===== config.mk =====
export PLATFORM = sky130hd
export DESIGN_NAME = apple1_pia_bus
export DESIGN_NICKNAME = d
export VERILOG_FILES = /design/src/rtl/apple1_pia_bus.sv
export SDC_FILE = /design/constraint.sdc
export NUM_CORES = 1
export LEC_CHECK = 0
export CAP_MARGIN = 20
export CORE_MARGIN = 1
export CORE_UTILIZATION = 61
export CTS_BUF_LIST = sky130_fd_sc_hd__clkbuf_8
export CTS_CLUSTER_SIZE = 28
export DETAILED_ROUTE_END_ITERATION = 16
export GPL_TIMING_DRIVEN = 0
export PLACE_DENSITY = 0.88
export SETUP_SLACK_MARGIN = 0.1
export SLEW_MARGIN = 20
export SYNTH_ARGS = -nofsm -noshare
export SYNTH_HDL_FRONTEND = slang
export SYNTH_SLANG_ARGS = --single-unit

===== constraint.sdc =====
create_clock -name sys_clock -period 3.8 [get_ports sys_clock]
set_input_delay 0.76 -clock sys_clock [delete_from_list [all_inputs] [get_ports sys_clock]]
set_output_delay 0.76 -clock sys_clock [all_outputs]
set_load 0.01 [all_outputs]

===== src/rtl/apple1_pia_bus.sv =====
// Apple-1 I/O glue: RAM strobes, CPU read mux and a 4-byte keyboard/display
// register window backed by a keyboard FIFO and a display FIFO.
module apple1_pia_bus #(
    parameter logic [15:0] BASE_ADDR = 16'hD010,
    parameter int unsigned KBD_DEPTH = 4,
    parameter int unsigned DSP_DEPTH = 8
) (
    input  logic        sys_clock,
    input  logic        reset,
    input  logic        cpu_clken,
    input  logic [15:0] addr,
    input  logic        we,
    input  logic [7:0]  cpu_dout,
    output logic [7:0]  cpu_din,
    input  logic [7:0]  ram_dout,
    output logic        ram_rd,
    output logic        ram_wr,
    output logic        io_cs,
    input  logic        kbd_valid,
    input  logic [6:0]  kbd_data,
    output logic        kbd_overflow,
    output logic        dsp_valid,
    output logic [6:0]  dsp_data,
    input  logic        dsp_ready
);

    localparam int unsigned KW = $clog2(KBD_DEPTH);
    localparam int unsigned DW = $clog2(DSP_DEPTH);
    localparam logic [KW:0] KBD_FULL_CNT = (KW+1)'(KBD_DEPTH);
    localparam logic [DW:0] DSP_FULL_CNT = (DW+1)'(DSP_DEPTH);

    logic [1:0]    offset;
    logic          qual_rd;
    logic          qual_wr;
    logic          unused_bits;

    logic [6:0]    kbd_mem [KBD_DEPTH];
    logic [KW-1:0] kbd_wp;
    logic [KW-1:0] kbd_rp;
    logic [KW:0]   kbd_cnt;
    logic          kbd_full;
    logic          kbd_empty;
    logic          kbd_push;
    logic          kbd_pop;

    logic [6:0]    dsp_mem [DSP_DEPTH];
    logic [DW-1:0] dsp_wp;
    logic [DW-1:0] dsp_rp;
    logic [DW:0]   dsp_cnt;
    logic          dsp_full;
    logic          dsp_empty;
    logic          dsp_push;
    logic          dsp_pop;
    logic          dsp_flush;

    assign offset      = addr[1:0];
    assign io_cs       = (addr[15:2] == BASE_ADDR[15:2]);
    assign ram_rd      = ~io_cs;
    assign ram_wr      = we & ~io_cs;
    assign qual_rd     = cpu_clken & io_cs & ~we;
    assign qual_wr     = cpu_clken & io_cs & we;
    assign unused_bits = cpu_dout[7];

    assign kbd_full  = (kbd_cnt == KBD_FULL_CNT);
    assign kbd_empty = (kbd_cnt == '0);
    assign kbd_push  = kbd_valid & ~kbd_full;
    assign kbd_pop   = qual_rd & (offset == 2'd0) & ~kbd_empty;

    assign dsp_full  = (dsp_cnt == DSP_FULL_CNT);
    assign dsp_empty = (dsp_cnt == '0);
    assign dsp_valid = ~dsp_empty;
    assign dsp_data  = dsp_mem[dsp_rp];
    assign dsp_push  = qual_wr & (offset == 2'd2) & ~dsp_full;
    assign dsp_flush = qual_wr & (offset == 2'd3) & cpu_dout[0];
    assign dsp_pop   = dsp_valid & dsp_ready;

    // CPU read data: register window or RAM, zero latency
    always_comb begin
        cpu_din = ram_dout;
        if (io_cs) begin
            unique case (offset)
                2'd0:    cpu_din = kbd_empty ? 8'h80 : {1'b1, kbd_mem[kbd_rp]};
                2'd1:    cpu_din = {~kbd_empty, kbd_overflow, 6'b0};
                2'd2:    cpu_din = {dsp_full, 7'b0};
                default: cpu_din = {dsp_full, dsp_empty, 6'b0};
            endcase
        end
    end

    always_ff @(posedge sys_clock) begin
        if (kbd_push) kbd_mem[kbd_wp] <= kbd_data;
        if (dsp_push) dsp_mem[dsp_wp] <= cpu_dout[6:0];
    end

    // Keyboard FIFO; a drop is judged on the pre-edge full state
    always_ff @(posedge sys_clock or posedge reset) begin
        if (reset) begin
            kbd_wp       <= '0;
            kbd_rp       <= '0;
            kbd_cnt      <= '0;
            kbd_overflow <= 1'b0;
        end else begin
            if (kbd_push) kbd_wp <= kbd_wp + KW'(1);
            if (kbd_pop)  kbd_rp <= kbd_rp + KW'(1);
            unique case ({kbd_push, kbd_pop})
                2'b10:   kbd_cnt <= kbd_cnt + (KW+1)'(1);
                2'b01:   kbd_cnt <= kbd_cnt - (KW+1)'(1);
                default: kbd_cnt <= kbd_cnt;
            endcase
            if (kbd_valid & kbd_full)
                kbd_overflow <= 1'b1;
            else if (qual_rd & (offset == 2'd1))
                kbd_overflow <= 1'b0;
        end
    end

    // Display FIFO; flush overrides a same-cycle pop
    always_ff @(posedge sys_clock or posedge reset) begin
        if (reset) begin
            dsp_wp  <= '0;
            dsp_rp  <= '0;
            dsp_cnt <= '0;
        end else if (dsp_flush) begin
            dsp_wp  <= '0;
            dsp_rp  <= '0;
            dsp_cnt <= '0;
        end else begin
            if (dsp_push) dsp_wp <= dsp_wp + DW'(1);
            if (dsp_pop)  dsp_rp <= dsp_rp + DW'(1);
            unique case ({dsp_push, dsp_pop})
                2'b10:   dsp_cnt <= dsp_cnt + (DW+1)'(1);
                2'b01:   dsp_cnt <= dsp_cnt - (DW+1)'(1);
                default: dsp_cnt <= dsp_cnt;
            endcase
        end
    end

endmodule


# == After elaboration in Yosys (flattened, before gate mapping) ==
# Memories as Yosys holds them, arrays and structs flattened.
# Index checks and enable logic that the tools add are counted.
# classes
n_bitwise,20
n_reduce_logical,8
mux,16
eq_ne,10
add_sub_neg,8
# ops
operator,count
one-hot mux 8 bit (3 select lines),1
AND 1 bit,14
equality test 14 bit (second input constant),1
two-way mux 3 bit,4
adder 3 x 1 -> 3 bit (second input constant),3
equality test 2 bit (second input constant),4
two-way mux 8 bit,1
one-hot mux 4 bit (2 select lines),1
nonzero test 2 bit,4
two-way mux 7 bit,1
equality test 2 x 1 -> 1 bit (second input constant),3
two-way mux 1 bit,6
NOT 1 bit,6
one-hot mux 3 bit (2 select lines),1
adder 2 x 1 -> 2 bit (second input constant),2
adder 4 x 1 -> 4 bit (second input constant),1
equality test 4 bit (second input constant),1
zero test 4 bit,1
two-way mux 4 bit,1
subtractor 4 x 1 -> 4 bit (second input constant),1
equality test 3 bit (second input constant),1
zero test 3 bit,1
nonzero test 3 bit,1
subtractor 3 x 1 -> 3 bit (second input constant),1
zero test 2 bit,1
# totals
input_bits,45
word_cells,71
reg_bits,18
ram_bits,84
mem_count,2
output_inout_bits,20
# memory_table
memory,depth,width,rd,rd_ports_with_merged_regs,write_ports,line_no,source
dsp_mem,8,7,1,0,1,46,logic [6:0] dsp_mem [DSP_DEPTH];
kbd_mem,4,7,1,0,1,37,logic [6:0] kbd_mem [KBD_DEPTH];

# == Logic depth before layout (Yosys ltp) ==
# Gate-level depths: netlist of run 1.
# depth
depth_word,8
depth_mapped,12
mapped_depth_nobuf,10

# == Worst setup path before layout of run 1 ==
# No wires, ideal clock.
# synth_path
kind,input port to flip-flop
startpoint,input addr[2]
endpoint,register kbd_cnt[2]
path_stages,12
n_path_buf,2
slack_ns,0.927
required_time_ns,3.721
arrival_time_ns,2.794
setup_ns,0.079
path_cell_list,nor4b_2 -> and4_1 -> buf_6 -> inv_6 -> clkbuf_1 -> nor3_1 -> ha_1 -> inv_1 -> fa_1 -> xor2_1 -> nor2_1 -> xor2_1
# synth_between
elab_chain_len,7
elab_cells_between_ends,9
classes_between,eq/ne (3); mux (1); bitwise (4); reduce/logical (1)
# synth_lines
element,line_no,source
from (decl),11,"input logic [15:0] addr,"
equality test 14 bit *,57,assign io_cs = (addr[15:2] == BASE_ADDR[15:2]);
AND 1 bit * (2 in series),60,assign qual_rd = cpu_clken & io_cs & ~we;
AND 1 bit * (2 in series),67,assign kbd_pop = qual_rd & (offset == 2'd0) & ~kbd_empty;
named net kbd_pop,44,logic kbd_pop;
equality test 2 x 1 -> 1 bit or equality test 2 bit (tied branches),105,"unique case ({kbd_push, kbd_pop})"
one-hot mux 3 bit (2 select lines) or nonzero test 2 bit (tied branches),n/a,
to (signal assigned),106,2'b10: kbd_cnt <= kbd_cnt + (KW+1)'(1);
to (signal assigned),107,2'b01: kbd_cnt <= kbd_cnt - (KW+1)'(1);
to (signal assigned),108,default: kbd_cnt <= kbd_cnt;
to (decl),40,logic [KW:0] kbd_cnt;
# Mark *: on every way through the listed nets, which the timed path passes. The rest lies on a longest branch.
# A chain may end at the register's enable or synchronous reset.

# == Final worst setup path of run 1 ==
# layout_path
startpoint,input addr[3]
endpoint,output cpu_din[6]
# layout_between
elab_chain_len,2
# layout_lines
element,line_no,source
equality test 14 bit,57,
two-way mux 8 bit,80,if (io_cs) begin
to (decl),14,"output logic [7:0] cpu_din,"
# No other way between the ends.

==> impl_metrics.py, run 1 <==
metrics = {
    "run_status": {
        "outcome": "complete, no violations",
    },
    "drt": {
        "dr_total_vias": 2711,
        "drt_iter0_drc": 141,
        "wl_per_cell_um": 19.2,
        "wirelength_um": 8950,
        "drc": 0,
        "drt.antenna.violating_nets": 0,
        "dr.pass1.iters": 4,
        "via_per_inst": 5.81,
    },
    "pwr": {
        "p_leak_uw": 0.00194,
        "switching_share": 0.298,
        "peakVddDrop_v": 0.000333,
        "seqPwrFrac": 0.464,
        "internal_power_uw": 2190,
        "power_frac_comb": 0.313,
        "powerDensity_nw_per_um2": 558,
        "p_switching_uw": 928,
        "pwr-share-clk": 0.223,
    },
    "clock_network": {
        "cts_sinks": 102,
        "cts_buffers": 9,
        "cts_tree": "built",
        "clock_path_buffers": 2,
        "clkTransAtPathRegs_ps": 100,
        "clkLatencyLatePin_ps": 360,
        "post-cts-setup-buffers": 0,
        "h-tree-depth": 3,
        "cts-root-buf": "clkbuf_8",
    },
    "critical_path": {
        "cpMaxStageDelayCell": "clkdlybuf4s50_1",
        "crit_required_ps": 3040,
        "worstSetupPathType": "in -> out",
        "start_kind": "primary input",
        "r2r_setup_slack_ps": 990,
        "slowest_delay_ps": 550,
        "path_cells": "clkdlybuf4s50_1, nor4bb_2, and4_1, buf_6, buf_4, nor2_1, nor2_1, clkdlybuf4s50_1",
        "cp_max_fo": 10,
        "cp.arrival_ps": 2790,
        "endpoint_kind": "output port",
    },
    "grt": {
        "grt_use_met1": 0.303,
        "antenna_found_initial": 0,
        "grt_use_total": 0.254,
        "grt_max_degree": 19,
        "grtUsageMet3": 0.0532,
        "grt-busiest-layer": "met2",
        "grt_pass1_wl_um": 14200,
        "grt_remaining_overflow": 0,
        "met2_usage": 0.459,
        "grt_pass1_vias": 2879,
    },
    "timing": {
        "min_period_over_period": 0.935,
        "rsz0062_at_grt": "false",
        "period_minus_slack_ps": 3550,
        "fmax_ghz": 0.282,
        "finalMaxSlewViolations": 0,
        "slew_headroom": 0.446,
        "fin_skew_ps": 9.64,
        "tightest_slew_ps": 828,
        "hold_viol": 0,
        "final-setup-viol-count": 0,
    },
    "final_layout": {
        "stdcell_area_um2": 5590,
        "stdcell_count": 467,
        "multi_input_comb_area_um2": 1520,
        "antennaDiodeCount": 0,
        "nFillCells": 436,
        "area_delta_synth_final_pct": 22.3,
        "final_cell_mix": "edfxtp_1 (84), clkdlybuf4s50_1 (62), nand2_1 (26)",
        "final_common_cell": "edfxtp_1",
        "drive_gt1_frac": 0.204,
        "seqCellArea_um2": 2970,
        "num-nets-final": 418,
    },
    "synth": {
        "synth_area_leaders": "edfxtp_1 (55%), mux4_2 (10%), dfrtp_1 (9.9%), ha_1 (2.5%), nand2_1 (2.1%)",
        "syn-num-nets": 343,
        "ys_seq_area_frac": 0.651,
        "synth.distinct_cells": 52,
        "syn-instance-count": 288,
        "avgSynthCellArea_um2": 15.9,
        "ys_seq_elements": 102,
        "synth.largest_area_cell": "edfxtp_1",
        "yosys_warnings": 0,
        "synth_top_cell_area_share": 0.552,
        "synth_area_um2": 4570,
    },
    "place": {
        "portBuffers": 62,
        "place_inst": 452,
        "place_area_um2": 5370,
        "routabilityCongestion": 0.835,
        "dp_hpwl_um": 6370,
    },
    "floorplan": {
        "core_um2": 7250,
        "rows": 31,
        "num_io_pins": 65,
        "dieWidth_um": 88.5,
        "die_y_um": 88.5,
        "initial_core_util": 0.630,
        "fp.dieArea_um2": 7840,
    },
    "flow_run": {
        "cap_violations": 0,
    },
    "min_path": {
        "min_path_type": "reg -> reg",
    },
}
area by class of cell:
| class | instances | area share |
|---|---|---|
| clock inverter | 7 | 0.0148 |
| sequential | 102 | 0.532 |
| tap | 99 | 0.0222 |
| buffer | 13 | 0.0134 |
| clock buffer | 9 | 0.0222 |
| inverter | 11 | 0.00829 |
| multi-input combinational | 161 | 0.272 |
| timing repair buffer | 65 | 0.115 |
final timing paths:
check | from | endpoint | cells after the start
min in group asynchronous | reset | kbd_cnt[2]$_DFFE_PP0P_ | 2
worst min register to register | kbd_cnt[2]$_DFFE_PP0P_ | kbd_cnt[2]$_DFFE_PP0P_ | 1
worst max-delay path | addr[3] | cpu_din[6] | 8
worst max register to register | dsp_cnt[1]$_DFFE_PP0P_ | dsp_cnt[2]$_DFFE_PP0P_ | 10
worst min-delay path | kbd_cnt[2]$_DFFE_PP0P_ | kbd_cnt[2]$_DFFE_PP0P_ | 1
max in group asynchronous | reset | dsp_rp[1]$_DFFE_PP0P_ | 2
cell families after synthesis:
group                      after synthesis  share of synthesized area
xor gates and xnor gates                11                     0.0211
muxes                                   31                      0.129
DFF                                    102                      0.651
buffers and inverters                   25                     0.0268
and+or+nand+nor                         89                      0.112
AOI/OAI and AO/OA                       20                     0.0310
adders and majority gates               10                     0.0290
power by group through the flow:
| stage | Combinational [µW] | Clock (µW) | Sequential (µW) |
|---|---|---|---|
| finish | 975 | 696 | 1440 |
| global route | 1070 | 747 | 1460 |
| CTS | 990 | 698 | 1440 |
| detailed placement | 977 | 0 | 1470 |
| global placement | 932 | 0 | 1460 |
| floorplan | 651 | 0 | 1440 |
sequential cells by signal, indices dropped and copies added (netlist names):
register	cells
dsp_mem	56
dsp_wp	3
kbd_wp	2
dsp_cnt	4
kbd_overflow	1
dsp_rp	3
kbd_cnt	3
kbd_rp	2
kbd_mem	28
per-stage QoR:
step                       util  total power [µW]  TNS, ps  hold WS, ps  setup slack, ps
after global routing      0.770              3280        0          559             91.8
after detailed placement  0.740              2440        0          518             48.5
final                     0.770              3120        0          533              248
after CTS                 0.769              3130        0          531              145
after floorplan               -              2090        0          480              927
after global placement    0.732              2390    -4710          506             -368
synth_stat cells (all sizes together):
library cell  instances
or3                   2
nand2                26
buf                   9
and2b                 1
a221oi                1
fa                    1
edfxtp               84
nor2                 13
nor4b                 4
inv                  11
nand2b                2
nor3b                 2
o21ai                 5
nor2b                 3
mux4                 21
a32oi                 1
and4                  1
a32o                  1
and2                  5
dfrtp                18
nand3b                2
nor4                  3
mux2i                 1
mux2                  9
a211o                 1
or4                   1
nand3                11
xor2                  6
a21boi                1
xnor2                 5
nor4bb                1
a21oi                 6
o211ai                1
nor3                 12
ha                    9
o2111ai               1
a21o                  1
clkbuf                5
o21a                  1
repair_timing:
| action | CTS | global route |
|---|---|---|
| hold buffers | 0 | 0 |
| gates resized for setup | 1 | 3 |
| setup endpoints to repair | 5 | 7 |
critical path: cells and delay by family:
| family | cells | cell delay (ps) |
|---|---|---|
| simple gates | 4 | 720 |
| buf+inv | 4 | 1320 |
metal layers:
metal | up-vias | wire length (µm) | part of all wire
met1 | 1369 | 3520 | 0.39
met3 | 13 | 449 | 0.050
met4 | 0 | 185 | 0.021
li1 | 1247 | - | -
met2 | 82 | 4790 | 0.54
met5 | - | 0 | 0
Note: power is estimated with default switching activity, not from simulation.
==> inputs of run 2 (changes only) <==
GPL_TIMING_DRIVEN = not set   (was 0)
SETUP_SLACK_MARGIN = 0.15   (was 0.1)
SKIP_CTS_REPAIR_TIMING = 1   (was not set)
==> impl_metrics.py, run 2 (same netlist as run 1, synthesis figures left out) <==
metrics = {
    "min_path": {
        "min_path_type": "reg -> reg",
        "worstHoldStart": "kbd_cnt[2]$_DFFE_PP0P_",
        "hold_end": "kbd_cnt[2]$_DFFE_PP0P_",
        "hold_path_depth": 1,
    },
    "critical_path": {
        "worstSetupPathType": "in -> out",
        "r2r_cells": 9,
        "cp.arrival_ps": 2770,
        "r2r_setup_slack_ps": 920,
        "endpoint_kind": "output port",
        "r2r_end": "dsp_cnt[2]$_DFFE_PP0P_",
        "crit_required_ps": 3040,
        "start_kind": "primary input",
        "cp_max_fo": 18,
        "r2r_start": "dsp_cnt[1]$_DFFE_PP0P_",
    },
    "pwr": {
        "power_uw": 3130,
        "peakVddDrop_v": 0.000346,
        "p_leak_uw": 0.00197,
        "powerDensity_nw_per_um2": 561,
    },
    "timing": {
        "slew_headroom": 0.521,
        "fin_skew_ps": 7.00,
        "worst_slack_ps": 267,
        "rsz0062_at_grt": "false",
        "final-setup-viol-count": 0,
        "hold_viol": 0,
        "fmax_ghz": 0.283,
        "min_period_over_period": 0.930,
        "fin_setup_tns_ps": 0,
        "hold_ws_ps": 525,
        "tightest_slew_ps": 718,
        "finalMaxSlewViolations": 0,
        "period_minus_slack_ps": 3530,
    },
    "final_layout": {
        "nFillCells": 433,
        "area_delta_synth_final_pct": 22.1,
        "top_regs": "dsp_mem (56), kbd_mem (28), dsp_cnt (4)",
        "final_common_cell": "edfxtp_1",
        "num-nets-final": 419,
        "drive_gt1_frac": 0.196,
        "top_register": "dsp_mem",
        "seqCellArea_um2": 2970,
        "multi_input_comb_area_um2": 1470,
        "antennaDiodeCount": 0,
        "utilization": 0.769,
        "largest_reg_flops": 56,
        "final_cell_mix": "edfxtp_1 (84), clkdlybuf4s50_1 (63), nand2_1 (26)",
    },
    "place": {
        "routabilityCongestion": 0.822,
        "dp_hpwl_um": 6320,
        "portBuffers": 63,
        "place_ws_ps": 74.9,
    },
    "grt": {
        "grt_use_total": 0.266,
        "grt_pass1_wl_um": 14500,
        "grt_remaining_overflow": 0,
        "antenna_found_initial": 0,
        "grt_max_degree": 19,
        "grt_pass1_vias": 2844,
    },
    "run_status": {
        "outcome": "complete, no violations",
    },
    "clock_network": {
        "clkLatencyLatePin_ps": 360,
        "clkTransAtPathRegs_ps": 90,
        "h-tree-depth": 3,
        "cts_tree": "built",
        "cts_buffers": 9,
        "cts_sinks": 102,
        "clock_path_buffers": 2,
        "cts-root-buf": "clkbuf_8",
    },
    "floorplan": {
        "dieWidth_um": 88.5,
        "num_io_pins": 65,
        "initial_core_util": 0.630,
        "core_um2": 7250,
        "die_y_um": 88.5,
        "rows": 31,
        "fp.dieArea_um2": 7840,
    },
    "drt": {
        "drc": 0,
        "drt.antenna.violating_nets": 0,
        "wl_per_cell_um": 20.2,
        "drt_iter0_drc": 206,
        "wirelength_um": 9430,
        "dr.pass1.iters": 4,
        "dr_total_vias": 2766,
        "via_per_inst": 5.94,
    },
    "flow_run": {
        "cap_violations": 0,
    },
}
run 2: changes by cell type in the layout (fill, tap and decap cells not counted), moves of 3 or more:
cell	delta
clkbuf_1	-3
buf_1	-3
buf_2	-4
buf_4	+13
nor3_2	-3
nor3_1	+3
run 2: layer usage:
metal | vias to the layer above | part of all wire | track usage
met4 | 0 | 0.038 | 0.144
met1 | 1372 | 0.37 | 0.312
li1 | 1250 | - | -
met5 | - | 0 | 0
met2 | 112 | 0.54 | 0.463
met3 | 32 | 0.047 | 0.0513
run 2: power by group:
group / total (µW) / switching (µW) / internal [µW]
registers: 1510 / 160 / 1350
clock network: 726 / 359 / 367
logic: 894 / 378 / 516
total: 3130 / 898 / 2230
run 2: final cells by class:
type,count,share of cell area
timing repair buffer,79,0.135
tap,99,0.0222
clock buffer,9,0.0222
multi-input combinational,161,0.264
inverter,11,0.00830
clock inverter,5,0.0153
sequential,102,0.533
run 2: stage by stage:
step	instances	instance area (µm²)
2_1_floorplan	288	4570
5_1_grt	466	5580
3_5_place_dp	452	5370
4_1_cts	466	5570
6_report	466	5580
3_3_place_gp	452	5370
run 2: how the worst max path moves through the flow:
stage	from	end	slack, ps
3_5_place_dp	addr[12]	cpu_din[6]	70
4_1_cts	addr[12]	cpu_din[6]	80
2_1_floorplan	addr[2]	kbd_cnt[2]$_DFFE_PP0P_	930
5_1_grt	addr[12]	cpu_din[6]	170
6_report	addr[12]	cpu_din[6]	270
3_3_place_gp	addr[12]	cpu_din[6]	160
run 2: critical path, cell delays in order:
cell and delay [ps]:
clkdlybuf4s50_1 450, nor4bb_1 270, and4_4 360, inv_6 110
a221oi_1 240, nor2_1 100, clkdlybuf4s50_1 500
